===== src/rtl/rv32i_types.sv =====
// Shared RV32I types used by the load path.
package rv32i_types;

  typedef logic [31:0] rv32i_word;

  typedef enum logic [2:0] {
    lb  = 3'b000,
    lh  = 3'b001,
    lw  = 3'b010,
    lbu = 3'b100,
    lhu = 3'b101
  } load_funct3_t;

endpackage


===== src/rtl/load_extract.sv =====
// Selects the addressed byte/half/word from a memory word and extends it.
module load_extract
  import rv32i_types::*;
(
  input  rv32i_word   mem_rdata,
  input  logic [1:0]  offset,
  input  logic [2:0]  funct3,
  output rv32i_word   word
);

  logic [7:0]  w_byte;
  logic [15:0] w_half;

  always_comb begin
    w_byte = mem_rdata[7:0];
    case (offset)
      2'b00:   w_byte = mem_rdata[7:0];
      2'b01:   w_byte = mem_rdata[15:8];
      2'b10:   w_byte = mem_rdata[23:16];
      default: w_byte = mem_rdata[31:24];
    endcase
    w_half = offset[1] ? mem_rdata[31:16] : mem_rdata[15:0];

    word = '0;
    case (funct3)
      lb:      word = {{24{w_byte[7]}}, w_byte};
      lh:      word = {{16{w_half[15]}}, w_half};
      lw:      word = mem_rdata;
      lbu:     word = {24'd0, w_byte};
      lhu:     word = {16'd0, w_half};
      default: word = '0;
    endcase
  end

endmodule


===== src/rtl/load_unit.sv =====
// Single-outstanding RV32I load unit: checks alignment, issues one word read,
// extracts and extends the result, and holds it until the consumer takes it.
module load_unit
  import rv32i_types::*;
(
  input  logic        clk,
  input  logic        rst_n,
  input  logic        req_valid,
  output logic        req_ready,
  input  rv32i_word   req_addr,
  input  logic [2:0]  req_funct3,
  output logic        mem_read,
  output rv32i_word   mem_address,
  input  rv32i_word   mem_rdata,
  input  logic        mem_resp,
  output logic        rsp_valid,
  input  logic        rsp_ready,
  output rv32i_word   rsp_data,
  output logic        rsp_error
);

  typedef enum logic [1:0] {IDLE, READ, RESP} state_t;

  state_t      r_state, w_next_state;
  rv32i_word   r_addr, w_next_addr;
  logic [2:0]  r_funct3, w_next_funct3;
  rv32i_word   r_mem_address, w_next_mem_address;
  rv32i_word   r_rsp_data, w_next_rsp_data;
  logic        r_rsp_error, w_next_rsp_error;
  logic        r_req_ready, r_mem_read, r_rsp_valid;
  logic        w_req_err;
  rv32i_word   w_extract;

  load_extract u_extract (
    .mem_rdata (mem_rdata),
    .offset    (r_addr[1:0]),
    .funct3    (r_funct3),
    .word      (w_extract)
  );

  // Illegal funct3 or misaligned half/word access
  always_comb begin
    w_req_err = 1'b0;
    case (req_funct3)
      lb, lbu:  w_req_err = 1'b0;
      lh, lhu:  w_req_err = req_addr[0];
      lw:       w_req_err = |req_addr[1:0];
      default:  w_req_err = 1'b1;
    endcase
  end

  always_comb begin
    w_next_state       = r_state;
    w_next_addr        = r_addr;
    w_next_funct3      = r_funct3;
    w_next_mem_address = r_mem_address;
    w_next_rsp_data    = r_rsp_data;
    w_next_rsp_error   = r_rsp_error;
    case (r_state)
      IDLE: begin
        if (req_valid) begin
          w_next_addr   = req_addr;
          w_next_funct3 = req_funct3;
          if (w_req_err) begin
            w_next_state     = RESP;
            w_next_rsp_data  = '0;
            w_next_rsp_error = 1'b1;
          end else begin
            w_next_state       = READ;
            w_next_mem_address = {req_addr[31:2], 2'b00};
          end
        end
      end
      READ: begin
        if (mem_resp) begin
          w_next_state     = RESP;
          w_next_rsp_data  = w_extract;
          w_next_rsp_error = 1'b0;
        end
      end
      RESP: begin
        if (rsp_ready) w_next_state = IDLE;
      end
      default: w_next_state = IDLE;
    endcase
  end

  // Outputs are registered from the next state so they are clean Moore signals
  always_ff @(posedge clk or negedge rst_n) begin
    if (!rst_n) begin
      r_state       <= IDLE;
      r_addr        <= '0;
      r_funct3      <= '0;
      r_mem_address <= '0;
      r_rsp_data    <= '0;
      r_rsp_error   <= 1'b0;
      r_req_ready   <= 1'b1;
      r_mem_read    <= 1'b0;
      r_rsp_valid   <= 1'b0;
    end else begin
      r_state       <= w_next_state;
      r_addr        <= w_next_addr;
      r_funct3      <= w_next_funct3;
      r_mem_address <= w_next_mem_address;
      r_rsp_data    <= w_next_rsp_data;
      r_rsp_error   <= w_next_rsp_error;
      r_req_ready   <= (w_next_state == IDLE);
      r_mem_read    <= (w_next_state == READ);
      r_rsp_valid   <= (w_next_state == RESP);
    end
  end

  assign req_ready   = r_req_ready;
  assign mem_read    = r_mem_read;
  assign mem_address = r_mem_address;
  assign rsp_valid   = r_rsp_valid;
  assign rsp_data    = r_rsp_data;
  assign rsp_error   = r_rsp_error;

endmodule


===== config.mk =====
export PLATFORM = sky130hd
export DESIGN_NAME = load_unit
export DESIGN_NICKNAME = d
export VERILOG_FILES = /design/src/rtl/rv32i_types.sv /design/src/rtl/load_extract.sv /design/src/rtl/load_unit.sv
export SDC_FILE = /design/constraint.sdc
export NUM_CORES = 1
export LEC_CHECK = 0
export CORE_MARGIN = 1.5
export CORE_UTILIZATION = 30
export DETAILED_ROUTE_END_ITERATION = 8
export PLACE_DENSITY = 0.66
export SLEW_MARGIN = 20
export SYNTH_ARGS = -nofsm -noshare
export SYNTH_HDL_FRONTEND = slang
export SYNTH_SLANG_ARGS = --single-unit

===== constraint.sdc =====
create_clock -name clk -period 2.3 [get_ports clk]
set_input_delay 0.345 -clock clk [delete_from_list [all_inputs] [get_ports clk]]
set_output_delay 0.345 -clock clk [all_outputs]
set_load 0.02 [all_outputs]

# [Yosys cells after proc, flatten, opt, wreduce, memory -nomap -nowiden]
# Cells that the tools add are included.
[classes] eq_ne=17 mux=17 n_bitwise=1 reduce_logical=12
[ops] cell="$pmux 32 s5" n=1
[ops] cell="$mux 32" n=3
[ops] cell="$pmux 32 s2" n=1
[ops] cell="$pmux 8 s3" n=1
[ops] cell="$mux 16" n=1
[ops] cell="$eq 3x3->1 const B" n=4
[ops] cell="$mux 2" n=4
[ops] cell="$eq 2x1->1 const B" n=3
[ops] cell="$eq 2x2->1 const B" n=3
[ops] cell="$eq 3x1->1 const B" n=2
[ops] cell="$eq 3x2->1 const B" n=2
[ops] cell="$logic_not 2->1" n=3
[ops] cell="$logic_not 3->1" n=2
[ops] cell="$ne 2x2->1 const B" n=3
[ops] cell="$pmux 2 s3" n=1
[ops] cell="$reduce_or 2->1" n=3
[ops] cell="$reduce_and 4->1" n=1
[ops] cell="$mux 1" n=3
[ops] cell="$pmux 1 s3" n=1
[ops] cell="$reduce_and 3->1" n=1
[ops] cell="$pmux 1 s2" n=1
[ops] cell="$reduce_and 2->1" n=1
[ops] cell="$reduce_bool 2->1" n=1
[ops] cell="$not 1->1" n=1
[word_totals] regBits=73 inputBits=72 out_inout_bits=68 elab_cells=56

# [Logic depth before layout (Yosys ltp)]
[logic_depth] ltp_word=7 depth_mapped=6 depth_no_buf=4

# [Hierarchy]
# A second synthesis with hierarchy kept.
[unflattened] hier_cells=371 area_unflattened_um2=3892.5
[by_module_without_submodules] module="load_unit" n_inst=1 cells_per_inst=238 area_per_inst_um2=2847.7 seq_area_each_um2=1828.0
[by_module_without_submodules] module="load_extract" n_inst=1 cells_per_inst=133 area_per_inst_um2=1044.8 seq_area_each_um2=0.0

# [Worst setup path before layout]
# No wires, ideal clock.
[synth_path] kind="register to register" startpoint="register r_addr[1]" endpoint="register r_rsp_data[7] (netlist: rsp_data[7])" setup_ps=122 arrival_ps=1562 t_required_ps=2178 slack_ps=616 path_stages_with_launch=6 path_buffers=1 synth_period_minus_slack_ps=1684 path_cell_list="dfrtp_1 -> buf_6 -> mux4_2 -> and2_1 -> a221o_1 -> a32o_1"
[synth_between] elab_chain_cells=5 elab_cells_between_ends=8 cone_classes="2 x eq/ne; 5 x mux; 1 x reduce/logical"
[synth_lines] element="start: declaration" line="load_unit.sv:25" rtl="rv32i_word r_addr, w_next_addr;"
[synth_lines] element="start signal: assignment" line="load_unit.sv:102" rtl="r_addr <= w_next_addr;"
[synth_lines] element="$eq 2x2->1 (tied with other cells)" line="load_extract.sv:16" rtl="case (offset)"
[synth_lines] element="$pmux 8 s3" line="load_extract.sv:16"
[synth_lines] element="$pmux 32 s5 (*)" line="load_extract.sv:25" rtl="case (funct3)"
[synth_lines] element="$mux 32 (*)" line="load_unit.sv:75" rtl="if (mem_resp) begin"
[synth_lines] element="$pmux 32 s2 (*)" line="load_unit.sv:59" rtl="case (r_state)"
[synth_lines] element="end signal: assignment" line="load_unit.sv:105" rtl="r_rsp_data <= w_next_rsp_data;"
[synth_lines] element="end: declaration" line="load_unit.sv:28" rtl="rv32i_word r_rsp_data, w_next_rsp_data;"
# Mark *: on every way between the ends. The rest lies on a longest branch, timed or not. The select of a mux whose other input is x is not followed.
# A chain may end at the register's enable or synchronous reset.

# [Worst setup path after layout]
[layout_path] startpoint="input port req_funct3[0]" endpoint="register r_mem_address[22] (netlist: mem_address[22])"
[layout_between] elab_chain_cells=5 elab_cells_between_ends=10 cone_classes="4 x eq/ne; 1 x mux; 1 x bitwise; 4 x reduce/logical"
[layout_lines] element="start: declaration" line="load_unit.sv:11" rtl="input logic [2:0] req_funct3,"
[layout_lines] element="$eq 3x1->1 (tied with other cells)" line="load_unit.sv:44" rtl="case (req_funct3)"
[layout_lines] element="$reduce_or 2->1" line="load_unit.sv:44"
[layout_lines] element="$pmux 1 s3 (*)" line="load_unit.sv:44"
[layout_lines] element="$not 1->1 (no source line) (*)"
[layout_lines] element="$reduce_and 3->1 (no source line) (*)"
[layout_lines] element="end signal: assignment" line="load_unit.sv:104" rtl="r_mem_address <= w_next_mem_address;"
[layout_lines] element="end: declaration" line="load_unit.sv:27" rtl="rv32i_word r_mem_address, w_next_mem_address;"
# Mark *: on every way between the ends. The rest lies on a longest branch, timed or not.

==> summary.md <==
| Metric | Value |
|---|---|
| Yosys top cell by area | dfrtp_1 |
| Synth warnings | 0 |
| Seq/Total Area, Yosys | 54.5% |
| Tot GR Track Use | 15.8% |
| CP peak stage delay | 0.62 ns |
| Final HPWL DP | 6.88 mm |
| CP Cell Sequence | clkdlybuf4s50_1, nor4_1, o21ai_4, mux2_1 |
| Core Area | 0.0109 mm2 |
| Fin. Hold Viols | 0 |
| Vias in the first global route | 2767 |
| Relative slew slack | 36.6% |
| Vias per Instance | 5.01 |
| Min Clock Period, post-route | 2.01 ns |
| Top_reg_cell synth | dfrtp_1 |
| Achievable Freq | 0.498 GHz |
| Sw Pwr | 2.31 mW |
| Crit path max fanout | 32 |
| I/O Buffers | 137 |
| Avg Cell Area, Syn | 13.3 um2 |
| Skew-Pair Late Insertion Delay | 0.34 ns |
| Gpl congestion | 0.767 |
| Part of the power in registers | 33.3% |
| Most common cell in the synthesized netlist | dfrtp_1 |
| Routed wire length per instance | 16.7 um |
| Seq cells post-synth | 73 |
| Worst path required time | 2.52 ns |
| Critical path class | input port to flop |
| Clock power frac | 17.0% |
| Starting DRT DRC Count | 75 |
| CTS tree | built |
| CP endpoint kind | flop |
| Number of synthesized flops with an enable pin | 0 |
| Final period utilization | 87.3% |
| Combinational Power Share | 49.7% |
| Switching Fraction | 36.2% |
| Drt total wl | 9.02 mm |
| Post-synth top cells | dfrtp_1 (72), mux2_2 (26), a221o_1 (24) |
| Remaining Overflow, GRT | 0 |
| Largest net degree at the start of global routing | 40 |
| CTS resizes | 0 |
| Post-Syn Area | 0.00335 mm2 |
| Fin util | 47.1% |
| Chip width | 109 um |
| Slowest CP cell | nor4_1 |
| Root buffer cell | clkbuf_8 |
| Pleak | 2.16 nW |
| DR pass1 iterations | 4 |
| Synth top area share | 53.8% |
| P&R area growth vs syn | 52.9% |
| Die Height | 109 um |
| MaxCap Viol Count | 0 |
| Starting Density | 30.8% |
| Worst path top cell family by delay | simple AND/OR/NAND/NOR gates |
| # setup viols final | 0 |
| Initial antenna violation count | 0 |
| Yosys cell types | 44 |
| Final ANT Viol Nets | 0 |
| Clock tree buffer depth | 2 |
| Reg clk slew, reported paths | 0.08 ns |
| First-pass GRT wire length | 14.3 mm |
| Crit path DAT | 2.23 ns |
| Worst Skew | 0.00717 ns |
| Post-Synthesis Cells | 252 |
| Row cnt | 38 |
| Pins over their slew limit | 0 |
| H-tree levels | 3 |
| Hold_ws | 0.497 ns |
| Post-CTS Repair Setup Buffers | 0 |
| PD cells | 1250 mW/mm2 |
| Ports | 140 |
| Cts hold-fix bufs | 1 |
| CP startpoint kind | input port |
| Fin nets | 466 |
| Layout cells sized above 1 | 15.8% |
| Clock Sinks | 73 |
| # DRC | 0 |
| Cell-internal power | 4.07 mW |
| CP Buf/Inv Count | 1 |
| Hold Path Class | input port to asynchronous set/reset pin |
| Total inserted antenna cells | 0 |
| Die area | 0.0118 mm2 |
| Fill count | 1021 |
| Slew @ Worst Pin | 0.948 ns |
| CTS Buf Count | 9 |
| Peak supply drop | 510 uV |
| Fraction of registers with async set/reset | 100% |
| Outcome | complete, no violations |
| Area contributors post-synth | dfrtp_1 (54%), mux2_2 (8.7%), a221o_1 (7.2%) |
| Vias | 2699 |
| RSZ-0062 raised after global routing | no |
## area by class of cell
type | count | area (um2) | area share (%)
timing repair buffer | 150 | 1490 | 29.1
inverter | 4 | 15.0 | 0.293
clock buffer | 10 | 128 | 2.49
clock inverter | 6 | 82.6 | 1.61
tap | 140 | 175 | 3.42
multi-input combinational | 156 | 1400 | 27.4
sequential | 73 | 1830 | 35.7
## state kept, by name (all words and copies together) (netlist names)
| signal | flops |
|---|---|
| rsp_error | 1 |
| r_state | 2 |
| rsp_data | 32 |
| r_addr | 2 |
| req_ready | 1 |
| mem_read | 1 |
| mem_address | 30 |
| rsp_valid | 1 |
| r_funct3 | 3 |
## metrics by stage
stage / setup WS, ns / instance area (um2) / power (mW) / std cells / setup TNS, ns
after floorplan: 0.616 / 3360 / 3.89 / 253 / 0
after global placement: -0.0131 / 4900 / 5.29 / 522 / -0.0872
after detailed placement: -0.0751 / 4910 / 5.35 / 522 / -1.71
after CTS: 0.293 / 5130 / 6.46 / 539 / 0
after global routing: 0.192 / 5130 / 6.78 / 539 / 0
final: 0.292 / 5130 / 6.38 / 539 / 0
## power by group through the flow
stage	Combinational [mW]	Clock, mW	Sequential, mW
floorplan	1.26	0	2.64
global placement	3.14	0	2.14
detailed placement	3.20	0	2.15
CTS	3.21	1.12	2.13
global route	3.39	1.19	2.21
finish	3.17	1.08	2.13
## worst register-to-register path, cell delays in order, from the launching register on
cell and delay [ns]:
dfrtp_1 0.52, nor4bb_2 0.85, a22o_1 0.27, a221o_1 0.16, a22o_1 0.13
## logic make-up after synthesis
kind of cell / after synthesis / share of synthesized area, %
and+or+nand+nor: 35 / 5.90
AOI/OAI and AO/OA: 69 / 18.4
DFF: 73 / 54.5
buffers and inverters: 24 / 4.22
muxes: 50 / 16.8
other: 1 / 0.112
## path summary, 6_finish.rpt
path                                                   from                          end  slack [ns]  cells past startpoint
worst max-delay path                          req_funct3[0]  mem_address[22]$_DFFE_PN0P_        0.29                      4
worst min-delay path                                  rst_n  mem_address[29]$_DFFE_PN0P_        0.50                      2
worst max register to register      r_funct3[0]$_DFFE_PN0P_      rsp_data[1]$_DFFE_PN0P_        0.33                      4
worst min register to register  mem_address[23]$_DFFE_PN0P_  mem_address[23]$_DFFE_PN0P_        0.50                      1
max in group asynchronous                             rst_n  mem_address[30]$_DFFE_PN0P_        1.22                      3
min in group clk                mem_address[23]$_DFFE_PN0P_  mem_address[23]$_DFFE_PN0P_        0.50                      1
## metal layers
metal,wire [um],vias to the layer above,track usage [%]
met5,0,-,0
met2,4430,86,25.7
met4,93,0,4.23
met3,484,9,3.77
met1,4010,1355,21.1
li1,-,1249,-
## cells in the final DEF (no fill, tap or decap), types with 2 or more instances in the layout
| master | synthesis | layout |
|---|---|---|
| nand2_1 | 13 | 13 |
| nand2b_1 | 3 | 3 |
| nor3_1 | 3 | 3 |
| buf_12 | 0 | 2 |
| buf_4 | 2 | 11 |
| clkdlybuf4s50_1 | 0 | 136 |
| bufinv_16 | 0 | 2 |
| a221o_1 | 24 | 24 |
| mux2i_1 | 8 | 8 |
| clkbuf_8 | 0 | 9 |
| and2_1 | 2 | 2 |
| clkinv_2 | 0 | 3 |
| a22o_1 | 22 | 22 |
| o21ai_0 | 4 | 4 |
| nor2_1 | 4 | 4 |
| o211ai_1 | 8 | 8 |
| mux2_1 | 15 | 15 |
| dfrtp_1 | 72 | 72 |
| inv_1 | 4 | 4 |
| conb_1 | 1 | 2 |
| mux2_2 | 26 | 26 |
(Power assumes the default switching activity.)
==> RTL change: new RTL, same flow settings <==
The 3 states of `state_t` get a one-hot encoding in 3 bits.
--- a/src/rtl/load_unit.sv
+++ b/src/rtl/load_unit.sv
@@ -21,3 +21,3 @@
 
-  typedef enum logic [1:0] {IDLE, READ, RESP} state_t;
+  typedef enum logic [2:0] {IDLE = 3'b001, READ = 3'b010, RESP = 3'b100} state_t;
 
Formal check against the unedited RTL: same outputs for any inputs over 4 cycles, from zero or initial values and one cycle with rst_n low; so few cycles prove little.
==> RTL change against the original RTL <==
Area after synthesis rose by 4.4%. Final cell count rose by 3.7%. Non-clock buffer count fell by 4. Maximum frequency fell by 1.7%. Worst setup slack got worse by 0.036 ns. Sequential cell count rose by 1. Power rose by 4.2%. Wire length rose by 9.9%. Design area rose by 4.1%.
==> RTL change: results (changes against the original RTL) <==
Post-synth cell types = 41 (-6.8%)
Worst VDD drop = 425 µV (-17%)
Clk slew on worst S/H paths = 0.06 ns (-0.02 ns)
Hold Buf Count CTS = 0 (-1)
Routability cong. = 0.813 (+6.0%)
Initial antenna violation count = 0 (unchanged)
Root Buffer = clkbuf_16
Drt wl/cell = 17.7 µm (+6.0%)
Reg-to-Reg Start = r_funct3[0]
Fill count = 1030 (+0.88%)
Share of post-route cells with drive strength above 1 = 11.1% (-4.7 points)
H-Tree Depth = 3 (unchanged)
Fraction of registers with async set/reset = 100% (unchanged)
Placed Instances = 543 (+4.0%)
Seq/Total Area, Yosys = 53.0% (-1.5 points)
Via density = 5.16 (+3.0%)
CP max-delay cell = nor2b_1
Status = completed
Most frequent cells after synthesis = 72 x dfrtp_1, 28 x mux2_1, 24 x nand2_1
Largest register FFs = 32 (unchanged)
Largest net degree at the start of global routing = 75 (+88%)
Worst Skew = 0.00654 ns (-0.000639 ns)
First-pass GRT wire length = 15900 µm (+11%)
Antenna Cells = 0 (unchanged)
Clock latency at the later pin of the worst-skew pair = 0.33 ns
Total Routing Usage GR = 16.5% (+0.73 points)
R2r worst-path depth = 3 (-1)
Internal reg-to-reg setup slack = 0.26 ns (-0.07 ns)
Area contributors post-synth = dfrtp_1 51%, mux2_1 9.0%, a221o_1 6.3%, mux4_2 3.9%, mux2i_1 3.7%
Leak = 2.22 nW (+2.7%)
Setup Crit Path Kind = reg -> reg
Largest stage delay, worst path = 0.87 ns (+0.25 ns)
Net Sw Frac = 35.3% (-0.89 points)
CP Capture Point = rsp_data[17]
CTS buffer count = 9 (unchanged)
Final Net Count = 483 (+3.6%)
Relative slew slack = 28.5% (-8.1 points)
Post-CTS Resized = 0 (unchanged)
Via count = 2883 (+6.8%)
Hpwl dp = 7340 µm (+6.7%)
Crit Path Max Fanout = 16 (-50%)
Iteration-0 DRC Markers = 225 (+200%)
Avg Synthesized Cell Area = 12.7 µm² (-4.3%)
-- RTL change: layout make-up --
type                    instances  share of cell area (%)
well taps                     143                    3.35
clock buffers                  10                    4.29
flip-flops and latches         74                    34.8
repair buffers                146                    27.4
clock inverters                 6                    1.71
inverters                       3                   0.211
multi-input cells             177                    28.3
-- RTL change: cells by family (layout without fill, tap and decap cells) --
group	Yosys count	after routing	share of synthesized area [%]
flops	74	74	53.0
compound gates	66	66	15.6
mux	57	57	19.8
buf+inv	25	165	4.00
other cells	1	2	0.107
simple gates	52	52	7.51
-- RTL change: layer usage --
layer | part of all wire (%) | GRT usage [%] | vias up | wire (µm)
li1 | - | - | 1316 | -
met4 | 3.9 | 9.40 | 0 | 389
met2 | 48 | 25.4 | 118 | 4770
met5 | 0 | 0 | - | 0
met3 | 4.9 | 2.68 | 30 | 489
met1 | 43 | 22.2 | 1419 | 4260
-- RTL change: power groups by stage --
stage	Sequential [mW]	Clock [mW]	Combinational, mW
after floorplan	2.57	0	1.28
after global placement	2.16	0	2.97
after detailed placement	2.18	0	3.01
after CTS	2.16	1.53	3.03
after global routing	2.23	1.59	3.19
final	2.16	1.49	3.00
-- RTL change: worst register-to-register path, delay by kind of cell, from the launching register on --
family | cells | cell delay, ns
flip-flops | 1 | 0.53
AO/OA/AOI/OAI | 1 | 0.30
AND/OR/NAND/NOR | 2 | 1.15
-- RTL change: worst min-delay path by stage --
| stage | cells past startpoint | to | from | slack (ns) |
|---|---|---|---|---|
| 5_1_grt | 1 | rsp_data[14] | rst_n | 0.25 |
| 6_report | 1 | rsp_data[14] | rst_n | 0.12 |
| 2_1_floorplan | 0 | mem_address[10] | rst_n | 0.05 |
| 4_1_cts | 1 | rsp_data[14] | rst_n | 0.21 |
| 3_3_place_gp | 2 | rsp_error | rsp_error | 0.47 |
| 3_5_place_dp | 2 | rsp_error | rsp_error | 0.46 |
-- RTL change: stage by stage --
| step | instance area, µm² | hold slack [ns] | worst slack, ns |
|---|---|---|---|
| 2_1_floorplan | 3500 | 0.0494 | 0.490 |
| 3_3_place_gp | 5010 | 0.471 | 0.0431 |
| 3_5_place_dp | 5010 | 0.465 | -0.0386 |
| 4_1_cts | 5340 | 0.206 | 0.288 |
| 5_1_grt | 5340 | 0.246 | 0.0647 |
| 6_report | 5340 | 0.120 | 0.257 |
